**src/rtl/if_stage_pkg.sv**
```systemverilog
// Shared fetch-side types and constants.
// Used by the IF, ID and EX stages and by the instruction memory.
package if_stage_pkg;

  typedef logic [31:0] word_t;

  localparam word_t DEF_RESET_PC = 32'h0000_0000;
  localparam word_t DEF_PC_INC   = 32'd4;
  localparam word_t DEF_NOP_INST = 32'h0000_0000;

  typedef struct packed {
    word_t pc;
    word_t inst;
    logic  valid;
  } if_id_t;

  function automatic word_t word_align(word_t a);
    return a & ~word_t'(3);
  endfunction

endpackage

```
**src/rtl/pc_reg.sv**
```systemverilog
// Program counter register.
// Async active-low reset, load-enable.
module pc_reg
  import if_stage_pkg::*;
#(
  parameter word_t RESET_VAL = DEF_RESET_PC
) (
  input  logic  clk_i,
  input  logic  rst_ni,
  input  logic  en_i,
  input  word_t d_i,
  output word_t q_o
);

  word_t pc_q;

  always_ff @(posedge clk_i or negedge rst_ni) begin
    if (!rst_ni) begin
      pc_q <= RESET_VAL;
    end else if (en_i) begin
      pc_q <= d_i;
    end
  end

  assign q_o = pc_q;

endmodule

```
**src/rtl/if_stage.sv**
```systemverilog
// Instruction-fetch stage: PC, fetch address,
// IF/ID register, freeze and branch flush.
module if_stage
  import if_stage_pkg::*;
#(
  parameter word_t RESET_PC = DEF_RESET_PC,
  parameter word_t PC_INC   = DEF_PC_INC,
  parameter word_t NOP_INST = DEF_NOP_INST
) (
  input  logic        clk,
  input  logic        rst,
  input  logic        freeze,
  input  logic        branch_taken,
  input  logic [31:0] branch_addr,
  output logic [31:0] mem_addr,
  input  logic [31:0] mem_inst,
  output logic [31:0] if_id_pc,
  output logic [31:0] if_id_inst,
  output logic        if_id_valid
);

  word_t  pc_q;
  word_t  pc_d;
  word_t  pc_inc;
  logic   pc_en;
  if_id_t if_id_q;
  if_id_t if_id_d;

  localparam if_id_t BUBBLE = '{
    pc:    32'h0,
    inst:  NOP_INST,
    valid: 1'b0
  };

  assign pc_inc = pc_q + PC_INC;
  assign pc_en  = branch_taken | ~freeze;
  assign pc_d   = branch_taken ? word_align(branch_addr)
                               : pc_inc;

  pc_reg #(
    .RESET_VAL (RESET_PC)
  ) u_pc_reg (
    .clk_i  (clk),
    .rst_ni (rst),
    .en_i   (pc_en),
    .d_i    (pc_d),
    .q_o    (pc_q)
  );

  // Flush never samples mem_inst, so X there stays out.
  always_comb begin
    if_id_d = if_id_q;
    if (branch_taken) begin
      if_id_d = BUBBLE;
    end else if (!freeze) begin
      if_id_d.pc    = pc_inc;
      if_id_d.inst  = mem_inst;
      if_id_d.valid = 1'b1;
    end
  end

  always_ff @(posedge clk or negedge rst) begin
    if (!rst) begin
      if_id_q <= BUBBLE;
    end else begin
      if_id_q <= if_id_d;
    end
  end

  assign mem_addr    = pc_q;
  assign if_id_pc    = if_id_q.pc;
  assign if_id_inst  = if_id_q.inst;
  assign if_id_valid = if_id_q.valid;

endmodule

```
**config.mk**
```make
export PLATFORM = sky130hd
export DESIGN_NAME = if_stage
export DESIGN_NICKNAME = d
export VERILOG_FILES = /design/src/rtl/if_stage_pkg.sv /design/src/rtl/pc_reg.sv /design/src/rtl/if_stage.sv
export SDC_FILE = /design/constraint.sdc
export NUM_CORES = 1
export LEC_CHECK = 0
export BUFFER_PORTS_ARGS = -buffer_cell sky130_fd_sc_hd__buf_2
export CAP_MARGIN = 20
export CORE_UTILIZATION = 51
export DETAILED_ROUTE_END_ITERATION = 7
export GPL_TIMING_DRIVEN = 0
export PLACE_DENSITY_LB_ADDON = 0.05
export SLEW_MARGIN = 10
export SYNTH_ARGS = -nofsm -noshare
export SYNTH_HDL_FRONTEND = slang
export SYNTH_SLANG_ARGS = --single-unit
```
**constraint.sdc**
```tcl
create_clock -name clk -period 2.45 [get_ports clk]
set_clock_uncertainty 0.05 [all_clocks]
set_input_delay 0.1225 -clock clk [delete_from_list [all_inputs] [get_ports clk]]
set_output_delay 0.1225 -clock clk [all_outputs]
set_load 0.1 [all_outputs]
```
Word level (Yosys, flattened, before mapping)

Index checks and enable logic that the tools add are counted.

Register bits: 97
Input port bits: 68
Output and inout port bits: 97
Logic and storage cells: 11

$add $sub $neg: 1
Equal/unequal tests: 1
Muxes and demuxes: 3
Bitwise operators: 2

Operator list:

| cell                  | number |
|---|---|
| $mux 65               | 2 |
| $add 32x3->32 const B | 1 |
| $mux 32               | 1 |
| $ne 2x1->1 const B    | 1 |
| $not 1->1             | 1 |
| $or 1x1->1            | 1 |

Logic depth before layout (Yosys ltp)

Word-level depth: 3
Gate-level depth with buffers: 7
Gate-level depth less buffers: 5

By module

Synthesis repeated with hierarchy kept, for this count alone.

Cell total of the unflattened synthesis: 442
Area total of the unflattened synthesis: 4,966.0 µm²

By module, submodules not included:

| module   | instances | cells each | area each (µm²) | sequential area each (µm²) |
|---|---|---|---|---|
| if_stage | 1         | 374        | 3,621.0         | 1,626.6 |
| pc_reg   | 1         | 68         | 1,345.0         | 800.8 |

Worst setup path before layout

No wires, ideal clock.

Path type: flip-flop to flip-flop
From: register u_pc_reg.pc_q[7] (netlist: u_pc_reg.q_o[7])
To: register if_id_q, in the netlist if_id_pc[27]
Library setup time: 0.099 ns
Arrival: 2.715 ns
Required time: 2.301 ns
Setup slack: -0.415 ns
Cell stages (with the launch flop): 8
Path buffers: 3
Clock period less this slack: 2.865 ns
Cell sequence: dfrtp_1 > buf_4 > nand3_2 > buf_2 > or4_4 > buf_4 > or3_1 > a311oi_1

Word-level cells in the longest chain between the ends: 3

Ends and longest elaborated chain:

| what                   | RTL line       | text |
|---|---|---|
| start, declared        | pc_reg.sv:15   | `word_t pc_q;` |
| start signal, assigned | pc_reg.sv:21   | `pc_q <= d_i;` |
| $add 32x3->32          | if_stage.sv:35 | `assign pc_inc = pc_q + PC_INC;` |
| $mux 65                | if_stage.sv:55 | `end else if (!freeze) begin` |
| $mux 65                | if_stage.sv:53 | `if (branch_taken) begin` |
| end signal, assigned   | if_stage.sv:66 | `if_id_q <= if_id_d;` |
| end, declared          | if_stage.sv:26 | `if_id_t if_id_q;` |

Every way passes these cells. The select of a mux whose other input is x is not followed.
A chain may end at the register's enable or synchronous reset.

Worst setup path in the final report

From: register u_pc_reg.pc_q[2] (netlist: u_pc_reg.q_o[2])
To: register if_id_q, in the netlist if_id_pc[24]

Same word-level chain as after synthesis.

==> results.md <==
- Distinct cells, synth: 51
- Area grow syn2layout: 38.61%
- Synth warnings: 0
- DR top layer: met4
- Hold slack: a little under 0.05 ns
- WP data arrival: 2.56 ns
- DRC errors left: 0
- Finished Cell Area: around 6700 sq um
- Power Internal: between 2 and 2.5 mW
- Max VDD drop: slightly above 400 uV
- Lkg Pwr: about 3.1 nW
- Clock Path Buffers: 2
- Final hold violations: 0
- Vias in the first global route: between 4000 and 5000
- Final setup vio count: 0
- CP Launch Type: flop
- Commonest non-fill, non-tap cells in the layout: buf_2 (159), nor2_1 (77), dfrtp_1 (71)
- Seq cells post-synth: 94
- Hold EP: u_pc_reg.q_o[14]$_DFFE_PN0N_
- Sequential share of the synthesized area: 48.52%
- Worst reg2reg endpoint: if_id_pc[24]$_DFFE_PN0N_
- Reg2Reg Depth: 6
- Clock power share: ~22%
- First-pass GRT wire length: approximately 23 mm
- Count of clock tree sinks: 94
- Starting DRT DRC Count: approximately 250
- Die X: 99.50 um
- Critical Path RT: roughly 2.7 ns
- P_sw: 1.940 mW
- Std cell rows: 35
- Core area: slightly above 9000 sq um
- Actual slew at the worst max-slew pin: about 0.72 ns
- CTS tree: done
- Ports: between 150 and 200
- Power density cells: about 650 nW/um^2
- Post-Layout Cell Count: roughly 860
- Setup slack, reg-to-reg: ~0.12 ns
- Antenna violations before repair: 0
- Vias: roughly 4800
- Met1 WL: ~6 mm
- Post-synthesis adder-cell area fraction: less than 1%
- Clk Latency, worst-skew pair: approximately 0.37 ns
- Max Cap Viol: 0
- Clock root buffer: clkbuf_8
- Max Freq: 0.4290 GHz
- Clock slew at reported path FFs: ~0.1 ns
- Worst slew margin: a little over half
- Die Area: between 9000 and 10000 sq um
- Critical path fanouts, max: 8
- WL per Instance: between 15 and 20 um
- Slew Limit Fails: 0
- Wire length on met3: between 1 and 1.5 mm
- Via density: around 5.6
- Most common cell after layout, fill and taps aside: buf_2
- Ant. Diodes: 0
- Async set-reset flop share out of synthesis: 100.0%
- Worst Hold Class: input port to flop
- Dpl hpwl: about 9.7 mm
- Cells after synthesis: 490
- Clock buffer count from CTS: 9
- Minimum clock period: approximately 2.3 ns
- Most used DFF post-synth: dfrtp_1
- Initial Util: roughly 52%
- Placed Cells: between 700 and 800
- CP Capture Type: flop
- Simple-gate portion of the synthesized area: a little over a fifth
- Status: finished clean
- Drt pass-1 iters: 5
- Post-placement cell area: between 5000 and 6000 sq um
- Setup repair bufs after CTS: 0
- R2R Path Start: u_pc_reg.q_o[2]$_DFFE_PN0N_
- Mean Syn Cell Area: 9.895 sq um
- Hold Crit Start: freeze
- Largest family of logic cells by synthesized area: simple AND/OR/NAND/NOR gates
- Combinational power share: a little under two fifths
- I/O Buffers: approximately 160
- Switch share: between 40% and 50%
- Share of cells above drive strength 1: a little under a third
- Reg power frac: roughly 41%
- Synth Cell Area: between 4000 and 5000 sq um
- Pin count of the biggest net entering global routing: 50
- Final period utilization: roughly 95%
- RSZ-0062 raised after global routing: no
- Critical path class: flop to flop
- Antenna Nets Post-Route: 0
- Synth Area in Compound Gates: around an eighth
- Met2 WL: 7.097 mm
- Remaining global-route overflow: 0
- Post-Synth XOR/XNOR Area: 3.974%
- Aggregate global-route resource usage: 30.24%
- GPL Wtd Cong: 0.8836
- Post-synth EDFFs: 0
- Final net count: ~800
- H-tree depth: 3
- WL final: roughly 14 mm
- Die height: 99.50 um
- Post-synthesis mux area share: about 6.6%
- Worst hold stages: 3
-- per-stage QoR --
| step | setup WS (ns) | total power [mW] | TNS (ns) | util (%) |
|---|---|---|---|---|
| floorplan | 0.0008102 | 3.005 | 0 | - |
| global placement | -0.03954 | 3.314 | -0.2634 | 63.41 |
| detailed placement | 0.05344 | 3.338 | 0 | 63.74 |
| CTS | 0.04155 | 4.356 | 0 | 72.43 |
| global route | 0.01062 | 4.514 | 0 | 72.73 |
| finish | 0.1192 | 4.356 | 0 | 72.73 |
-- per-layer routing --
layer | global-route usage [%] | vias up
met5 | 0 | -
met4 | 12.90 | 0
met2 | 49.57 | 199
met3 | 5.622 | 20
li1 | - | 2251
met1 | 39.51 | 2336
-- Yosys cell counts (all sizes together) (5+ instances only) --
library cell | instances | area, sq um
a211oi | 7 | 52.55
a21oi | 5 | 25.02
a311oi | 15 | 131.4
a31oi | 12 | 75.07
buf | 18 | 157.7
clkbuf | 26 | 97.59
dfrtp | 94 | 2352
mux2i | 32 | 320.3
nand2 | 33 | 123.9
nand3 | 14 | 75.07
nand4 | 11 | 81.32
nor2 | 77 | 289.0
nor4 | 5 | 31.28
o21ai | 26 | 130.1
o31ai | 16 | 120.1
or3 | 13 | 83.83
or4 | 23 | 180.2
xnor2 | 13 | 113.9
xor2 | 9 | 78.83
-- logic make-up (layout without fill, tap and decap cells) --
family,Yosys count,count (layout)
AND/OR/NAND/NOR,197,197
AO/OA/AOI/OAI,94,94
flip-flops,94,94
buffers and inverters,49,288
multiplexers,32,32
XOR/XNOR,22,22
adder cells (fa/ha/maj),1,1
other,1,2
-- timing repair --
item / 4_1_cts / 5_1_grt
endpoints found under the hold margin: 107 / 0
hold buffers: 63 / 0
endpoints found under the setup margin: 0 / 10
gates resized for setup: 0 / 7
-- worst max path at each step --
stage                                      start                            to  slack, ns
floorplan           u_pc_reg.q_o[10]$_DFFE_PN0N_  u_pc_reg.q_o[24]$_DFFE_PN0N_     0.0008
global placement                             rst   u_pc_reg.q_o[6]$_DFFE_PN0N_      -0.04
detailed placement   u_pc_reg.q_o[5]$_DFFE_PN0N_  u_pc_reg.q_o[27]$_DFFE_PN0N_       0.05
CTS                  u_pc_reg.q_o[5]$_DFFE_PN0N_  u_pc_reg.q_o[27]$_DFFE_PN0N_       0.04
global route         u_pc_reg.q_o[5]$_DFFE_PN0N_  u_pc_reg.q_o[27]$_DFFE_PN0N_       0.01
finish               u_pc_reg.q_o[2]$_DFFE_PN0N_      if_id_pc[24]$_DFFE_PN0N_       0.12
-- registers in the layout, summed over array words and instances (netlist names) --
| signal | cells |
|---|---|
| if_id_pc | 31 |
| if_id_valid | 1 |
| u_pc_reg.q_o | 30 |
| if_id_inst | 32 |
-- area by class of cell --
class / count / area [sq um]
Tap cell: 129 / 161.4
Sequential cell: 94 / 2399
Buffer: 46 / 304.0
Timing Repair Buffer: 223 / 1456
Clock buffer: 9 / 123.9
Multi-Input combinational cell: 348 / 2216
Inverter: 3 / 11.26
Fill cell: 734 / 2520
Clock inverter: 7 / 48.80
-- power by group through the flow --
stage	clock, mW	combinational, mW	sequential (mW)
floorplan	0	0.339	2.67
finish	0.956	1.60	1.80
global route	1.02	1.67	1.82
detailed placement	0	1.51	1.83
CTS	0.969	1.59	1.80
global placement	0	1.49	1.82
-- critical path: stages (launching register included) --
cell      delay [ns]
dfrtp_4         0.49
ha_2            0.23
nand3_1         0.11
or3_1           0.35
clkbuf_1        0.19
or4_1           0.57
a311oi_2        0.27
Power figures use the tool's default switching activity.
